## src/rtl/user_bus_pkg.sv

```systemverilog
// Shared definitions for the user-project RAM bus: FSM states, master indices and
// the round-robin pointer increment.
package user_bus_pkg;

  typedef enum logic [1:0] {
    ST_IDLE    = 2'd0,
    ST_BUSY    = 2'd1,
    ST_RELEASE = 2'd2
  } state_e;

  localparam int unsigned M_CPU       = 0;
  localparam int unsigned M_DMA_IN    = 1;
  localparam int unsigned M_DMA_OUT   = 2;
  localparam int unsigned NUM_MASTERS = 3;

  // Next master index after idx, wrapping m2 -> m0.
  function automatic logic [1:0] rr_next(input logic [1:0] idx);
    rr_next = (idx == 2'(NUM_MASTERS - 1)) ? 2'(M_CPU) : idx + 2'd1;
  endfunction

endpackage

```

## src/rtl/rr_arb3.sv

```systemverilog
// Three-way round-robin arbiter. The winner is the first requester at or after the
// pointer; the pointer moves past the winner only when the owner strobes advance.
module rr_arb3
  import user_bus_pkg::*;
(
  input  logic       clk,
  input  logic       rst_n,
  input  logic [2:0] i_req,
  input  logic       i_advance,
  output logic [2:0] o_winner
);

  logic [1:0] r_ptr;
  logic [1:0] w_idx;

  // Priority search starting at the pointer, wrapping around.
  always_comb begin
    w_idx = r_ptr;
    case (r_ptr)
      2'(M_CPU):    w_idx = i_req[0] ? 2'd0 : (i_req[1] ? 2'd1 : 2'd2);
      2'(M_DMA_IN): w_idx = i_req[1] ? 2'd1 : (i_req[2] ? 2'd2 : 2'd0);
      default:      w_idx = i_req[2] ? 2'd2 : (i_req[0] ? 2'd0 : 2'd1);
    endcase
    o_winner = (|i_req) ? (3'b001 << w_idx) : 3'b000;
  end

  // Pointer moves to winner+1 so the last owner has lowest priority next time.
  always_ff @(posedge clk or negedge rst_n) begin
    if (!rst_n) begin
      r_ptr <= 2'(M_CPU);
    end else if (i_advance && (|i_req)) begin
      r_ptr <= rr_next(w_idx);
    end
  end

endmodule

```

## src/rtl/wb_ram_arbiter.sv

```systemverilog
// Shares the user-RAM Wishbone slave between the CPU and the two FIR DMA engines.
// One transfer at a time; a watchdog aborts a transfer the RAM never acknowledges.
module wb_ram_arbiter
  import user_bus_pkg::*;
#(
  parameter int unsigned TIMEOUT_CYC = 64,
  parameter int unsigned CNT_W       = 7
) (
  input  logic        clk,
  input  logic        rst_n,
  input  logic        m0_stb_i,
  input  logic        m0_cyc_i,
  input  logic        m0_we_i,
  input  logic [3:0]  m0_sel_i,
  input  logic [31:0] m0_adr_i,
  input  logic [31:0] m0_dat_i,
  output logic        m0_ack_o,
  output logic        m0_err_o,
  output logic [31:0] m0_dat_o,
  input  logic        m1_stb_i,
  input  logic        m1_cyc_i,
  input  logic        m1_we_i,
  input  logic [3:0]  m1_sel_i,
  input  logic [31:0] m1_adr_i,
  input  logic [31:0] m1_dat_i,
  output logic        m1_ack_o,
  output logic        m1_err_o,
  output logic [31:0] m1_dat_o,
  input  logic        m2_stb_i,
  input  logic        m2_cyc_i,
  input  logic        m2_we_i,
  input  logic [3:0]  m2_sel_i,
  input  logic [31:0] m2_adr_i,
  input  logic [31:0] m2_dat_i,
  output logic        m2_ack_o,
  output logic        m2_err_o,
  output logic [31:0] m2_dat_o,
  output logic        ram_stb_o,
  output logic        ram_cyc_o,
  output logic        ram_we_o,
  output logic [3:0]  ram_sel_o,
  output logic [31:0] ram_adr_o,
  output logic [31:0] ram_dat_o,
  input  logic        ram_ack_i,
  input  logic [31:0] ram_dat_i,
  output logic [2:0]  grant_o
);

  state_e           r_state;
  logic [2:0]       r_grant;
  logic [CNT_W-1:0] r_wd;

  logic [2:0] w_cyc;
  logic [2:0] w_stb;
  logic [2:0] w_we;
  logic [2:0] w_req;
  logic [2:0] w_winner;
  logic       w_advance;
  logic       w_busy;
  logic       w_gnt_cyc;
  logic       w_timeout;

  assign w_cyc     = {m2_cyc_i, m1_cyc_i, m0_cyc_i};
  assign w_stb     = {m2_stb_i, m1_stb_i, m0_stb_i};
  assign w_we      = {m2_we_i, m1_we_i, m0_we_i};
  assign w_req     = w_cyc & w_stb;
  assign w_busy    = (r_state == ST_BUSY);
  assign w_advance = (r_state == ST_IDLE) && (|w_req);

  // Owner still holds its cycle; once it drops, the transfer is abandoned silently.
  assign w_gnt_cyc = |(r_grant & w_cyc);
  // Ack takes precedence over a timeout in the same cycle.
  assign w_timeout = w_busy && w_gnt_cyc && !ram_ack_i &&
                     (r_wd == CNT_W'(TIMEOUT_CYC - 1));

  rr_arb3 u_rr_arb3 (
    .clk       (clk),
    .rst_n     (rst_n),
    .i_req     (w_req),
    .i_advance (w_advance),
    .o_winner  (w_winner)
  );

  // r_grant is zero outside BUSY, so the AND-OR muxes idle the RAM port by themselves.
  assign ram_cyc_o = |(r_grant & w_cyc);
  assign ram_stb_o = |(r_grant & w_cyc & w_stb);
  assign ram_we_o  = |(r_grant & w_we);
  assign ram_sel_o = ({4{r_grant[0]}} & m0_sel_i) | ({4{r_grant[1]}} & m1_sel_i) |
                     ({4{r_grant[2]}} & m2_sel_i);
  assign ram_adr_o = ({32{r_grant[0]}} & m0_adr_i) | ({32{r_grant[1]}} & m1_adr_i) |
                     ({32{r_grant[2]}} & m2_adr_i);
  assign ram_dat_o = ({32{r_grant[0]}} & m0_dat_i) | ({32{r_grant[1]}} & m1_dat_i) |
                     ({32{r_grant[2]}} & m2_dat_i);

  assign m0_ack_o = ram_ack_i & w_gnt_cyc & r_grant[0];
  assign m1_ack_o = ram_ack_i & w_gnt_cyc & r_grant[1];
  assign m2_ack_o = ram_ack_i & w_gnt_cyc & r_grant[2];
  assign m0_err_o = w_timeout & r_grant[0];
  assign m1_err_o = w_timeout & r_grant[1];
  assign m2_err_o = w_timeout & r_grant[2];
  assign m0_dat_o = ram_dat_i & {32{r_grant[0]}};
  assign m1_dat_o = ram_dat_i & {32{r_grant[1]}};
  assign m2_dat_o = ram_dat_i & {32{r_grant[2]}};
  assign grant_o  = r_grant;

  // Transfer FSM: IDLE grants, BUSY runs the watchdog, RELEASE forces one dead cycle.
  always_ff @(posedge clk or negedge rst_n) begin
    if (!rst_n) begin
      r_state <= ST_IDLE;
      r_grant <= 3'b000;
      r_wd    <= '0;
    end else begin
      unique case (r_state)
        ST_IDLE: begin
          if (|w_req) begin
            r_grant <= w_winner;
            r_wd    <= '0;
            r_state <= ST_BUSY;
          end
        end
        ST_BUSY: begin
          r_wd <= r_wd + CNT_W'(1);
          if (!w_gnt_cyc || ram_ack_i || w_timeout) begin
            r_grant <= 3'b000;
            r_state <= ST_RELEASE;
          end
        end
        ST_RELEASE: begin
          r_state <= ST_IDLE;
        end
        default: begin
          r_grant <= 3'b000;
          r_state <= ST_IDLE;
        end
      endcase
    end
  end

endmodule

```

## config.mk

```make
export PLATFORM = sky130hd
export DESIGN_NAME = wb_ram_arbiter
export DESIGN_NICKNAME = d
export VERILOG_FILES = /design/src/rtl/user_bus_pkg.sv /design/src/rtl/rr_arb3.sv /design/src/rtl/wb_ram_arbiter.sv
export SDC_FILE = /design/constraint.sdc
export NUM_CORES = 1
export LEC_CHECK = 0
export ABC_AREA = 1
export CAP_MARGIN = 30
export CORE_AREA = 3 3 163 165
export DETAILED_ROUTE_END_ITERATION = 7
export DIE_AREA = 0 0 166 168
export GPL_ROUTABILITY_DRIVEN = 0
export SLEW_MARGIN = 5
export SYNTH_ARGS = -nofsm -noshare
export SYNTH_HDL_FRONTEND = slang
export SYNTH_SLANG_ARGS = --single-unit
```

## constraint.sdc

```tcl
create_clock -name clk -period 1.2 [get_ports clk]
set_input_delay 0.24 -clock clk [delete_from_list [all_inputs] [get_ports clk]]
set_output_delay 0.24 -clock clk [all_outputs]
set_load 0.02 [all_outputs]
```

==> results.cfg, run 1 <==
[power_and_ir_drop]
ir_drop_mv = 1.01
leakage_uw = 0.00635
cellPowerDensity_nw_per_um2 = 1990
finalPower_uw = 22100

[worst_setup_path]
crit_slowest_cell = dfrtp_4
critPathBufInv = 4
rr_endpoint = grant_o[1]$_DFFE_PN0P_
rr_startpoint = grant_o[0]$_DFFE_PN0P_
crit_cells = 6
worst-setup-path-type = reg2out
cp-end-kind = output pin
rr_worst_depth = 9
critical_path.cell_chain = buf_8, buf_12, buf_16, nand2_4, nand3_4, buf_6
cpPeakStageDelay_ns = 0.53
crit_start = grant_o[1]$_DFFE_PN0P_
worstPathArrival_ns = 1.50
worstSetupEndpoint = ram_dat_o[16]
r2r_slack_ns = -0.25
startpoint_type = flop
required_ns = 0.96
critPathMaxFanout = 6
critPathTopFamily = buffers and inverters

[final_layout]
n_antenna_cell = 0
final_cell_mix = 241 x clkdlybuf4s50_1, 164 x nand2_4, 151 x buf_6
final_common_cell = clkdlybuf4s50_1
layout-drive-gt1-share_pct = 63.6
final_area_um2 = 11100
fill_cells = 2410
fin_nets = 1376
syn2layout_area_growth_pct = 285
register_area_um2 = 362
multi_input_area_um2 = 4000
utilization_pct = 44.2
instances_no_fill = 1456

[cts]
cts_max_level = 1
clk_latency_ns = 0.24
cts-root-buf = clkbuf_16
clockBufferDepth = 2
clk_pin_slew_worst_paths_ns = 0.05
cts_tree = yes
numCtsBuffers = 3
cts.sinks = 14

[timing]
setup_ws_ns = -0.536
max_clock_freq_mhz = 576
final.setup_skew_ns = 0.000556
slew_headroom_pct = 72.2
drv_slew = 0
hold_violations = 0
tightest_slew_ns = 0.415
rsz0062_at_grt = true
post-route-min-period_ns = 1.74
setup_viol = 181
period_share_pct = 145
tns_ns = -76.36

[floorplanning]
die_x_um = 166
pin_count = 424
num_rows = 58
fp.dieArea_um2 = 27900
start_util_pct = 11.5
core_um2 = 25200
die_h_um = 168

[detailed_routing]
avgViaCountPerCell = 3.95
dr.pass1.iters = 4
num_vias = 5746
drt-total-wl_mm = 23.7
drc_errors = 0
drt-initial-drc-count = 132
wire_per_inst_um = 16.2
antenna_left = 0

[yosys]
ys_seq_area_share_pct = 12.1
synth_top_family_by_area = simple AND/OR/NAND/NOR gates
synth_cell_types = 20
yosysWarnings = 0
yosys.area.top_type = nand2_1
ys_ff_latch = 14
syn_nets = 873
synthXorXnorAreaFrac_pct = 0
yosys.area_share.simple_pct = 63.6
avgSynthCellArea_um2 = 4.64
synthMuxAreaShare_pct = 0
synth_top_cell_area_share_pct = 45.0
synth.cell_area_um2 = 2890
synth-adder-area-share_pct = 0.433
synth_cells = 624
synth-compound-area-share_pct = 1.99
synth_area_leaders = nand2_1 45%, inv_1 14%, nand3_1 14%

[placed_design]
detailed_place.area_um2 = 9140
port_buffers = 423
hpwl_mm = 16.9
place_inst = 1392

[grt]
overflow = 0
grt_util_all_layers_pct = 15.5
grt_start_max_net_pins = 21
antenna_found_initial = 0
grt_pass1_wl_mm = 34.3
grt_pass1_vias = 5876

[status]
outcome = finished, violations left
violations = negative setup slack

[flow_run]
max_cap_violations = 0

[min_path]
min_path_type = in2async
-- worst min-delay path by stage --
stage	to	slack, ns
after floorplan	grant_o[0]$_DFFE_PN0P_	-0.06
after global placement	u_rr_arb3.r_ptr[0]$_DFFE_PN0P_	0.51
after detailed placement	u_rr_arb3.r_ptr[0]$_DFFE_PN0P_	0.51
after CTS	r_wd[6]$_DFFE_PN0P_	0.32
after global routing	r_wd[1]$_DFFE_PN0P_	0.33
final	r_wd[6]$_DFFE_PN0P_	0.30
-- synthesized netlist by cell type --
master    count
nand2_1     347
inv_1       109
nand3_1      80
buf_2        25
dfrtp_1      14
nor2_1       12
buf_4         7
nand2_2       5
o21ai_0       5
nor2_2        4
buf_6         3
nand3_2       3
a21oi_1       2
inv_2         2
a31oi_1       1
clkbuf_1      1
ha_1          1
nand4_1       1
o21bai_1      1
o221ai_1      1
-- power breakdown --
| part | total [uW] | internal [uW] | switching (uW) |
|---|---|---|---|
| clock | 703 | 505 | 198 |
| combinational | 20500 | 10000 | 10500 |
| sequential | 900 | 661 | 239 |
| total | 22100 | 11200 | 10900 |
-- sequential cells by signal (all words and copies together), names as in the netlist --
name / flops
r_wd: 7
grant_o: 3
r_state: 2
u_rr_arb3.r_ptr: 2
-- stage by stage --
step                setup slack, ns  hold slack (ns)
floorplan                    -0.267          -0.0556
global placement              -1.01            0.507
detailed placement            -1.02            0.509
CTS                          -0.545            0.317
global route                 -0.578            0.329
finish                       -0.536            0.305
-- cell type report --
cell class	count	area share [%]
clock buffers	4	0.798
inverters	111	3.90
multi-input cells	463	36.0
flip-flops and latches	14	3.25
well taps	330	3.71
repair buffers	534	52.4
-- logic make-up after synthesis --
group / after synthesis
AO/OA/AOI/OAI: 10
flip-flops: 14
AND/OR/NAND/NOR: 452
buffers and inverters: 147
adder cells (fa/ha/maj): 1
-- layer usage --
| layer | vias up | track usage, % | routed length [um] | part of all wire [%] |
|---|---|---|---|---|
| li1 | 2859 | - | - | - |
| met2 | 261 | 28.4 | 12200 | 51 |
| met1 | 2600 | 18.9 | 9400 | 40 |
| met5 | - | 0 | 0 | 0 |
| met3 | 26 | 3.17 | 1710 | 7.2 |
| met4 | 0 | 2.50 | 376 | 1.6 |
-- timing repair --
action,in CTS,in global routing
hold buffers,0,0
cloned,17,3
buffers inserted,37,8
pin swaps,30,29
gates resized for setup,1066,183
endpoints found under the setup margin,188,185
No activity file was read; power rests on OpenSTA's default activity.
==> inputs of run 2 (changes only) <==
- CTS_CLUSTER_DIAMETER: not set -> 150
==> results of run 2 <==
The final DEF is identical to that of run 1; final timing and power are the same.
